### config.mk
export PLATFORM = sky130hd
export DESIGN_NAME = cache_addr_subtractor_pipe_flat
export DESIGN_NICKNAME = d
export VERILOG_FILES = /design/src/rtl/cache_addr_subtractor_pipe_if.sv /design/src/rtl/cache_addr_subtractor_pipe.sv /design/src/flat_wrapper.sv
export SDC_FILE = /design/constraint.sdc
export NUM_CORES = 1
export LEC_CHECK = 0
export CAP_MARGIN = 25
export CORE_UTILIZATION = 44
export DETAILED_ROUTE_END_ITERATION = 8
export PLACE_DENSITY = 0.79
export SLEW_MARGIN = 0
export SYNTH_ARGS = -nofsm -noshare
export SYNTH_HDL_FRONTEND = slang
export SYNTH_SLANG_ARGS = --single-unit
### constraint.sdc
create_clock -name clk -period 3.45 [get_ports clk]
set_input_delay 0.5175 -clock clk [delete_from_list [all_inputs] [get_ports clk]]
set_output_delay 0.5175 -clock clk [all_outputs]
set_load 0.005 [all_outputs]
### src/rtl/cache_addr_subtractor_pipe_if.sv
`default_nettype none
// ============================================================================
//  Module      : cache_addr_subtractor_pipe_if
//  Description : Operand/result handshake bundle for the pipelined cache
//                address subtractor. The master side drives operands and
//                out_ready. The slave side (the subtractor) returns in_ready
//                and the result fields.
//  Revision    : 1.0 - initial release
// ============================================================================
interface cache_addr_subtractor_pipe_if #(
    parameter int WIDTH = 12
) ();
    logic             in_valid;
    logic             in_ready;
    logic [WIDTH-1:0] x;
    logic [WIDTH-1:0] y;
    logic             out_valid;
    logic             out_ready;
    logic [WIDTH-1:0] z;
    logic             borrow;
    logic             zero;
    logic             hit;

    modport master (
        output in_valid, x, y, out_ready,
        input  in_ready, out_valid, z, borrow, zero, hit
    );

    modport slave (
        input  in_valid, x, y, out_ready,
        output in_ready, out_valid, z, borrow, zero, hit
    );
endinterface
`default_nettype wire

### src/rtl/cache_addr_subtractor_pipe.sv
`default_nettype none
// ============================================================================
//  Module      : cache_addr_subtractor_pipe
//  Description : Pipelined z = x - y (x + ~y + 1) built from 4-bit
//                carry-lookahead nibble groups. The carry chain is split
//                over STAGES valid/ready register stages. The last stage also
//                registers the borrow, zero and cache-window hit flags.
//                WIDTH must be a multiple of 4. STAGES must divide WIDTH/4.
//                WINDOW must be a power of two below 2^WIDTH.
//  Revision    : 1.0 - initial release
// ============================================================================
module cache_addr_subtractor_pipe #(
    parameter int WIDTH  = 12,
    parameter int STAGES = 1,
    parameter int WINDOW = 512
) (
    input  wire logic                  clk,
    input  wire logic                  reset,
    cache_addr_subtractor_pipe_if.slave bus
);

    localparam int NIB = WIDTH / 4;
    localparam int NPS = NIB / STAGES;
    localparam logic [WIDTH-1:0] c_window_limit = WIDTH'(WINDOW);

    // One 4-bit lookahead group: returns {carry_out, sum[3:0]}.
    function automatic logic [4:0] cla4(input logic [3:0] a, input logic [3:0] b,
                                        input logic cin);
        logic [3:0] p;
        logic [3:0] g;
        logic [4:0] c;
        p    = a ^ b;
        g    = a & b;
        c[0] = cin;
        c[1] = g[0] | (p[0] & cin);
        c[2] = g[1] | (p[1] & g[0]) | (p[1] & p[0] & cin);
        c[3] = g[2] | (p[2] & g[1]) | (p[2] & p[1] & g[0]) | (p[2] & p[1] & p[0] & cin);
        c[4] = g[3] | (p[3] & g[2]) | (p[3] & p[2] & g[1]) | (p[3] & p[2] & p[1] & g[0])
             | (p[3] & p[2] & p[1] & p[0] & cin);
        return {c[4], p ^ c[3:0]};
    endfunction

    // Keeps only the operand nibbles that later stages still need, so the
    // flops for bits that are already resolved can be trimmed away.
    function automatic logic [WIDTH-1:0] rem_mask(input int first_open);
        logic [WIDTH-1:0] m;
        m = '0;
        for (int i = 0; i < NIB; i++) begin
            m[4*i +: 4] = (i >= first_open) ? 4'hF : 4'h0;
        end
        return m;
    endfunction

    // Signals entering stage k. Index 0 comes from the ports, index k+1
    // comes from the registers of stage k.
    logic [WIDTH-1:0]  w_link_x  [STAGES];
    logic [WIDTH-1:0]  w_link_yn [STAGES];
    logic [WIDTH-1:0]  w_link_z  [STAGES];
    logic [STAGES-1:0] w_link_c;
    logic [STAGES-1:0] w_link_v;
    logic [STAGES-1:0] w_vld;
    logic [STAGES-1:0] w_adv;

    assign w_link_x[0]  = bus.x;
    assign w_link_yn[0] = ~bus.y;
    assign w_link_z[0]  = '0;
    assign w_link_c[0]  = 1'b1;
    assign w_link_v[0]  = bus.in_valid;

    // Stall chain. A stage moves when it is empty or when its consumer moves.
    always_comb begin
        logic a;
        a     = bus.out_ready;
        w_adv = '0;
        for (int k = STAGES - 1; k >= 0; k--) begin
            a        = ~w_vld[k] | a;
            w_adv[k] = a;
        end
    end

    assign bus.in_ready = reset | w_adv[0];

    for (genvar k = 0; k < STAGES; k++) begin : g_stage
        localparam int LO = k * NPS;
        localparam int HI = (k + 1) * NPS;

        logic             v_q;
        logic             v_d;
        logic             w_load;
        logic             w_carry;
        logic [WIDTH-1:0] w_z;

        assign w_load   = w_adv[k] & w_link_v[k];
        assign w_vld[k] = v_q;

        // Resolve this stage's nibbles, rippling group carries nibble to nibble.
        always_comb begin
            w_carry = w_link_c[k];
            w_z     = w_link_z[k];
            for (int i = LO; i < HI; i++) begin
                {w_carry, w_z[4*i +: 4]} = cla4(w_link_x[k][4*i +: 4],
                                                w_link_yn[k][4*i +: 4], w_carry);
            end
        end

        // Valid bit follows upstream whenever the stage advances.
        always_comb begin
            v_d = w_adv[k] ? w_link_v[k] : v_q;
        end

        // Stage valid register.
        always_ff @(posedge clk) begin
            if (reset) v_q <= 1'b0;
            else       v_q <= v_d;
        end

        if (k == STAGES - 1) begin : g_last
            logic [WIDTH-1:0] z_q;
            logic [WIDTH-1:0] z_d;
            logic             borrow_q;
            logic             borrow_d;
            logic             zero_q;
            logic             zero_d;
            logic             hit_q;
            logic             hit_d;

            // Final result and flags. Hold while stalled or on a bubble.
            always_comb begin
                z_d      = z_q;
                borrow_d = borrow_q;
                zero_d   = zero_q;
                hit_d    = hit_q;
                if (w_load) begin
                    z_d      = w_z;
                    borrow_d = ~w_carry;
                    zero_d   = (w_z == '0);
                    hit_d    = w_carry & (w_z < c_window_limit);
                end
            end

            // Output registers drive the ports directly.
            always_ff @(posedge clk) begin
                if (reset) begin
                    z_q      <= '0;
                    borrow_q <= 1'b0;
                    zero_q   <= 1'b0;
                    hit_q    <= 1'b0;
                end else begin
                    z_q      <= z_d;
                    borrow_q <= borrow_d;
                    zero_q   <= zero_d;
                    hit_q    <= hit_d;
                end
            end

            assign bus.out_valid = v_q;
            assign bus.z         = z_q;
            assign bus.borrow    = borrow_q;
            assign bus.zero      = zero_q;
            assign bus.hit       = hit_q;
        end else begin : g_mid
            localparam logic [WIDTH-1:0] c_keep = rem_mask(HI);

            logic [WIDTH-1:0] z_q;
            logic [WIDTH-1:0] z_d;
            logic [WIDTH-1:0] x_q;
            logic [WIDTH-1:0] x_d;
            logic [WIDTH-1:0] yn_q;
            logic [WIDTH-1:0] yn_d;
            logic             carry_q;
            logic             carry_d;

            // Capture partial sum, the remaining operand bits and the carry.
            always_comb begin
                z_d     = z_q;
                x_d     = x_q;
                yn_d    = yn_q;
                carry_d = carry_q;
                if (w_load) begin
                    z_d     = w_z;
                    x_d     = w_link_x[k] & c_keep;
                    yn_d    = w_link_yn[k] & c_keep;
                    carry_d = w_carry;
                end
            end

            // Intermediate stage registers.
            always_ff @(posedge clk) begin
                if (reset) begin
                    z_q     <= '0;
                    x_q     <= '0;
                    yn_q    <= '0;
                    carry_q <= 1'b0;
                end else begin
                    z_q     <= z_d;
                    x_q     <= x_d;
                    yn_q    <= yn_d;
                    carry_q <= carry_d;
                end
            end

            assign w_link_x[k+1]  = x_q;
            assign w_link_yn[k+1] = yn_q;
            assign w_link_z[k+1]  = z_q;
            assign w_link_c[k+1]  = carry_q;
            assign w_link_v[k+1]  = v_q;
        end
    end

endmodule
`default_nettype wire

### src/flat_wrapper.sv
// flat-port wrapper written by rule: the top's interface ports become plain ports
module cache_addr_subtractor_pipe_flat 
#(
    parameter int WIDTH  = 12,
    parameter int STAGES = 1,
    parameter int WINDOW = 512
)
  (clk, reset, bus_in_valid, bus_x, bus_y, bus_out_ready, bus_in_ready, bus_out_valid, bus_z, bus_borrow, bus_zero, bus_hit);
  cache_addr_subtractor_pipe_if #(.WIDTH(WIDTH)) bus_i ();
  input  wire logic clk;
  input  wire logic reset;
  input wire logic [$bits(bus_i.in_valid)-1:0] bus_in_valid;
  input wire logic [$bits(bus_i.x)-1:0] bus_x;
  input wire logic [$bits(bus_i.y)-1:0] bus_y;
  input wire logic [$bits(bus_i.out_ready)-1:0] bus_out_ready;
  output wire logic [$bits(bus_i.in_ready)-1:0] bus_in_ready;
  output wire logic [$bits(bus_i.out_valid)-1:0] bus_out_valid;
  output wire logic [$bits(bus_i.z)-1:0] bus_z;
  output wire logic [$bits(bus_i.borrow)-1:0] bus_borrow;
  output wire logic [$bits(bus_i.zero)-1:0] bus_zero;
  output wire logic [$bits(bus_i.hit)-1:0] bus_hit;
  assign bus_i.in_valid = bus_in_valid;
  assign bus_i.x = bus_x;
  assign bus_i.y = bus_y;
  assign bus_i.out_ready = bus_out_ready;
  assign bus_in_ready = bus_i.in_ready;
  assign bus_out_valid = bus_i.out_valid;
  assign bus_z = bus_i.z;
  assign bus_borrow = bus_i.borrow;
  assign bus_zero = bus_i.zero;
  assign bus_hit = bus_i.hit;
  cache_addr_subtractor_pipe #(.WIDTH(WIDTH), .STAGES(STAGES), .WINDOW(WINDOW)) u_core (.clk(clk), .reset(reset), .bus(bus_i));
endmodule
==> impl_metrics.toml <==
[status]
status = "finished, final reports clean"

[clock_tree]
cts_sinks = 16
clockBufferDepth = 2
cts-htree-levels = 1
hold_buffers = 0
cts_buffers = 3
post_cts_buffers = 0
cts_tree = "yes"
root_buffer = "clkbuf_4"
clkLatencyLatePin_ns = 0.28
cts_resized = 0
clk_pin_slew_ns = 0.09

[die]
start_util = 0.480
die_w_um = 54.7
die_area_um2 = 2990
row_count = 18
io_pins = 45
core-area_um2 = 2540
die_h_um = 54.7

[pwr]
switching_share = 0.301
ir_drop_mv = 0.245
pwr-share-seq = 0.371
p_total_uw = 564
power_density_nw_per_um2 = 312
pwr-share-clk = 0.213
internal-power_uw = 395
p_leak_uw = 0.000771
switching_power_uw = 170
combPwrFrac = 0.416

[worst_hold_path]
hp-class = "reg -> reg"
worstHoldStart = "u_core.bus.z[6]$_SDFFE_PP0P_"
holdPathStages = 2
worstHoldEndpoint = "u_core.bus.z[6]$_SDFFE_PP0P_"

[logic_synthesis]
syn_nets = 190
async_reset_ff_frac = 0
yosysTopAreaCellShare = 0.262
synth_top_area_cell = "dfxtp_1"
syn_inst = 147
syn_area_um2 = 1220
synth_edf_count = 0
syn-mean-instance-area_um2 = 8.32
synthTopCellsByArea = "dfxtp_1 (26%), ha_1 (13%), nand2_1 (6.1%), inv_1 (4.9%), a21oi_1 (4.1%)"
ys_warn_count = 0
synth_ff_type = "dfxtp_1"
synth.ff_latch_count = 16
synth.distinct_cells = 39
yosysSeqAreaShare = 0.262

[critical_path]
start_kind = "input port"
r2r_cells = 6
end_kind = "flip-flop"
r2r-start = "u_core.bus.out_valid$_SDFFE_PP0N_"
cp_data_required_time_ns = 3.65
path_max_fanout = 2
r2r_end = "u_core.bus.zero$_SDFFE_PP0P_"
cp-startpoint = "bus_y[2]"
crit_type = "in -> reg"
cp.arrival_ns = 3.33
regToRegSetupSlack_ns = 1.62

[sta]
finClkSkew_ns = 0.00420
relSlewSlack = 0.642
hold_viol_final = 0
slew_viol_final = 0
max_freq_mhz = 320
fin_crit_sh = 0.907
worst_pin_slew_ns = 0.537
rsz0062_at_grt = "false"
finalSetupViolCount = 0
hold_ws_ns = 0.452
period_needed_ns = 3.13

[global_route]
grt_remaining_overflow = 0
grt_pass1_vias = 1182
track_usage = 0.214
grt_pass1_wl_um = 4640
grt_antenna_before_repair = 0
grt_max_degree = 23

[place]
io_buffers = 44
place_hpwl_um = 2440
gp_congestion = 0.822

[routing]
ant_nets = 0
viasPerCell = 5.43
via_count = 1254
drtIter0Drc = 20
drc = 0
wl_per_cell_um = 12.5
wirelength_um = 2890
first_pass_iters = 6

[cells_and_area]
fin_util = 0.710
layout.nets = 245
drive_gt1_frac = 0.124
regArea_um2 = 320
multi_input_area_um2 = 830
syn_to_final_growth_pct = 47.8
diodes = 0
fillCellCount = 220

[flow_run]
cap_viol_max_count = 0
-- worst max-delay path, stage by stage --
cell and delay, ns:
clkdlybuf4s50_1 0.45, inv_1 0.04, ha_1 0.19, or3_1 0.41
o22ai_4 0.13, nor3_1 0.08, a2111oi_1 0.39, fa_1 0.27
xnor2_1 0.10, nor3_2 0.14, nand3_1 0.10, mux2_4 0.28
o31ai_2 0.24
-- per-layer routing --
| layer | wire length [um] | GRT usage | vias up | share of wire |
|---|---|---|---|---|
| met5 | 0 | 0 | - | 0 |
| li1 | - | - | 615 | - |
| met3 | 155 | 0.0306 | 2 | 0.054 |
| met2 | 1570 | 0.452 | 45 | 0.54 |
| met1 | 1150 | 0.205 | 592 | 0.40 |
| met4 | 13 | 0.0598 | 0 | 0.0045 |
-- cells in the final DEF, fill, tap and decap left out, drive strengths merged, types with 2 or more instances in the layout --
cell,instances
a2111oi,2
a211oi,3
a21oi,10
buf,11
clkbuf,4
clkdlybuf4s50,44
dfxtp,16
fa,2
ha,13
inv,16
nand2,20
nand2b,2
nand3,4
nor2,11
nor2b,3
nor3,5
nor3b,3
nor4,2
o21a,2
o21ai,3
or3,3
or4,2
xnor2,4
xor2,4
-- power groups by stage --
stage	combinational [uW]	sequential, uW	clock (uW)
2_1_floorplan	127	214	0
3_3_place_gp	227	213	0
3_5_place_dp	234	214	0
4_1_cts	235	210	122
5_1_grt	259	211	133
6_report	235	209	120
-- cells by family (layout without fill, tap and decap cells) --
group,Yosys count,after routing,synth area share
XOR/XNOR,8,8,0.0573
adder cells (fa/ha/maj),15,15,0.166
AO/OA/AOI/OAI,27,27,0.185
AND/OR/NAND/NOR,59,59,0.253
multiplexers,1,1,0.0123
buffers and inverters,21,75,0.0645
flip-flops,16,16,0.262
-- worst max-delay path by stage --
stage,endpoint
2_1_floorplan,u_core.bus.zero$_SDFFE_PP0P_
3_3_place_gp,u_core.bus.zero$_SDFFE_PP0P_
3_5_place_dp,u_core.bus.zero$_SDFFE_PP0P_
4_1_cts,u_core.bus.zero$_SDFFE_PP0P_
5_1_grt,u_core.bus.zero$_SDFFE_PP0P_
6_report,u_core.bus.zero$_SDFFE_PP0P_
-- area by class of cell --
class                           count  share of cell area
Tap cell                           30              0.0208
Timing Repair Buffer               55               0.289
Inverter                           16              0.0332
Sequential cell                    16               0.177
Multi-Input combinational cell    110               0.459
Clock buffer                        4              0.0201
-- metrics by stage --
step	instance area (um^2)	setup TNS, ns	setup slack [ns]	std cells
5_1_grt	1810	0	0.104	231
3_3_place_gp	1760	-0.00901	-0.00901	227
4_1_cts	1800	0	0.142	231
6_report	1810	0	0.321	231
2_1_floorplan	1220	0	0.394	147
3_5_place_dp	1760	-0.146	-0.144	227
-- cell usage after synthesis, types with 4 or more instances --
master     n
nand2_1   20
dfxtp_1   16
inv_1     16
ha_1      13
nor2_1    11
a21oi_1   10
nor3_1     5
clkbuf_1   4
nand3_1    4
xnor2_1    4
xor2_1     4
-- state kept, by name, summed over array words and instances (netlist names) --
signal / cells
u_core.bus.out_valid: 1
u_core.bus.z: 12
u_core.bus.hit: 1
u_core.bus.zero: 1
u_core.bus.borrow: 1
Power figures use the tool's default switching activity.
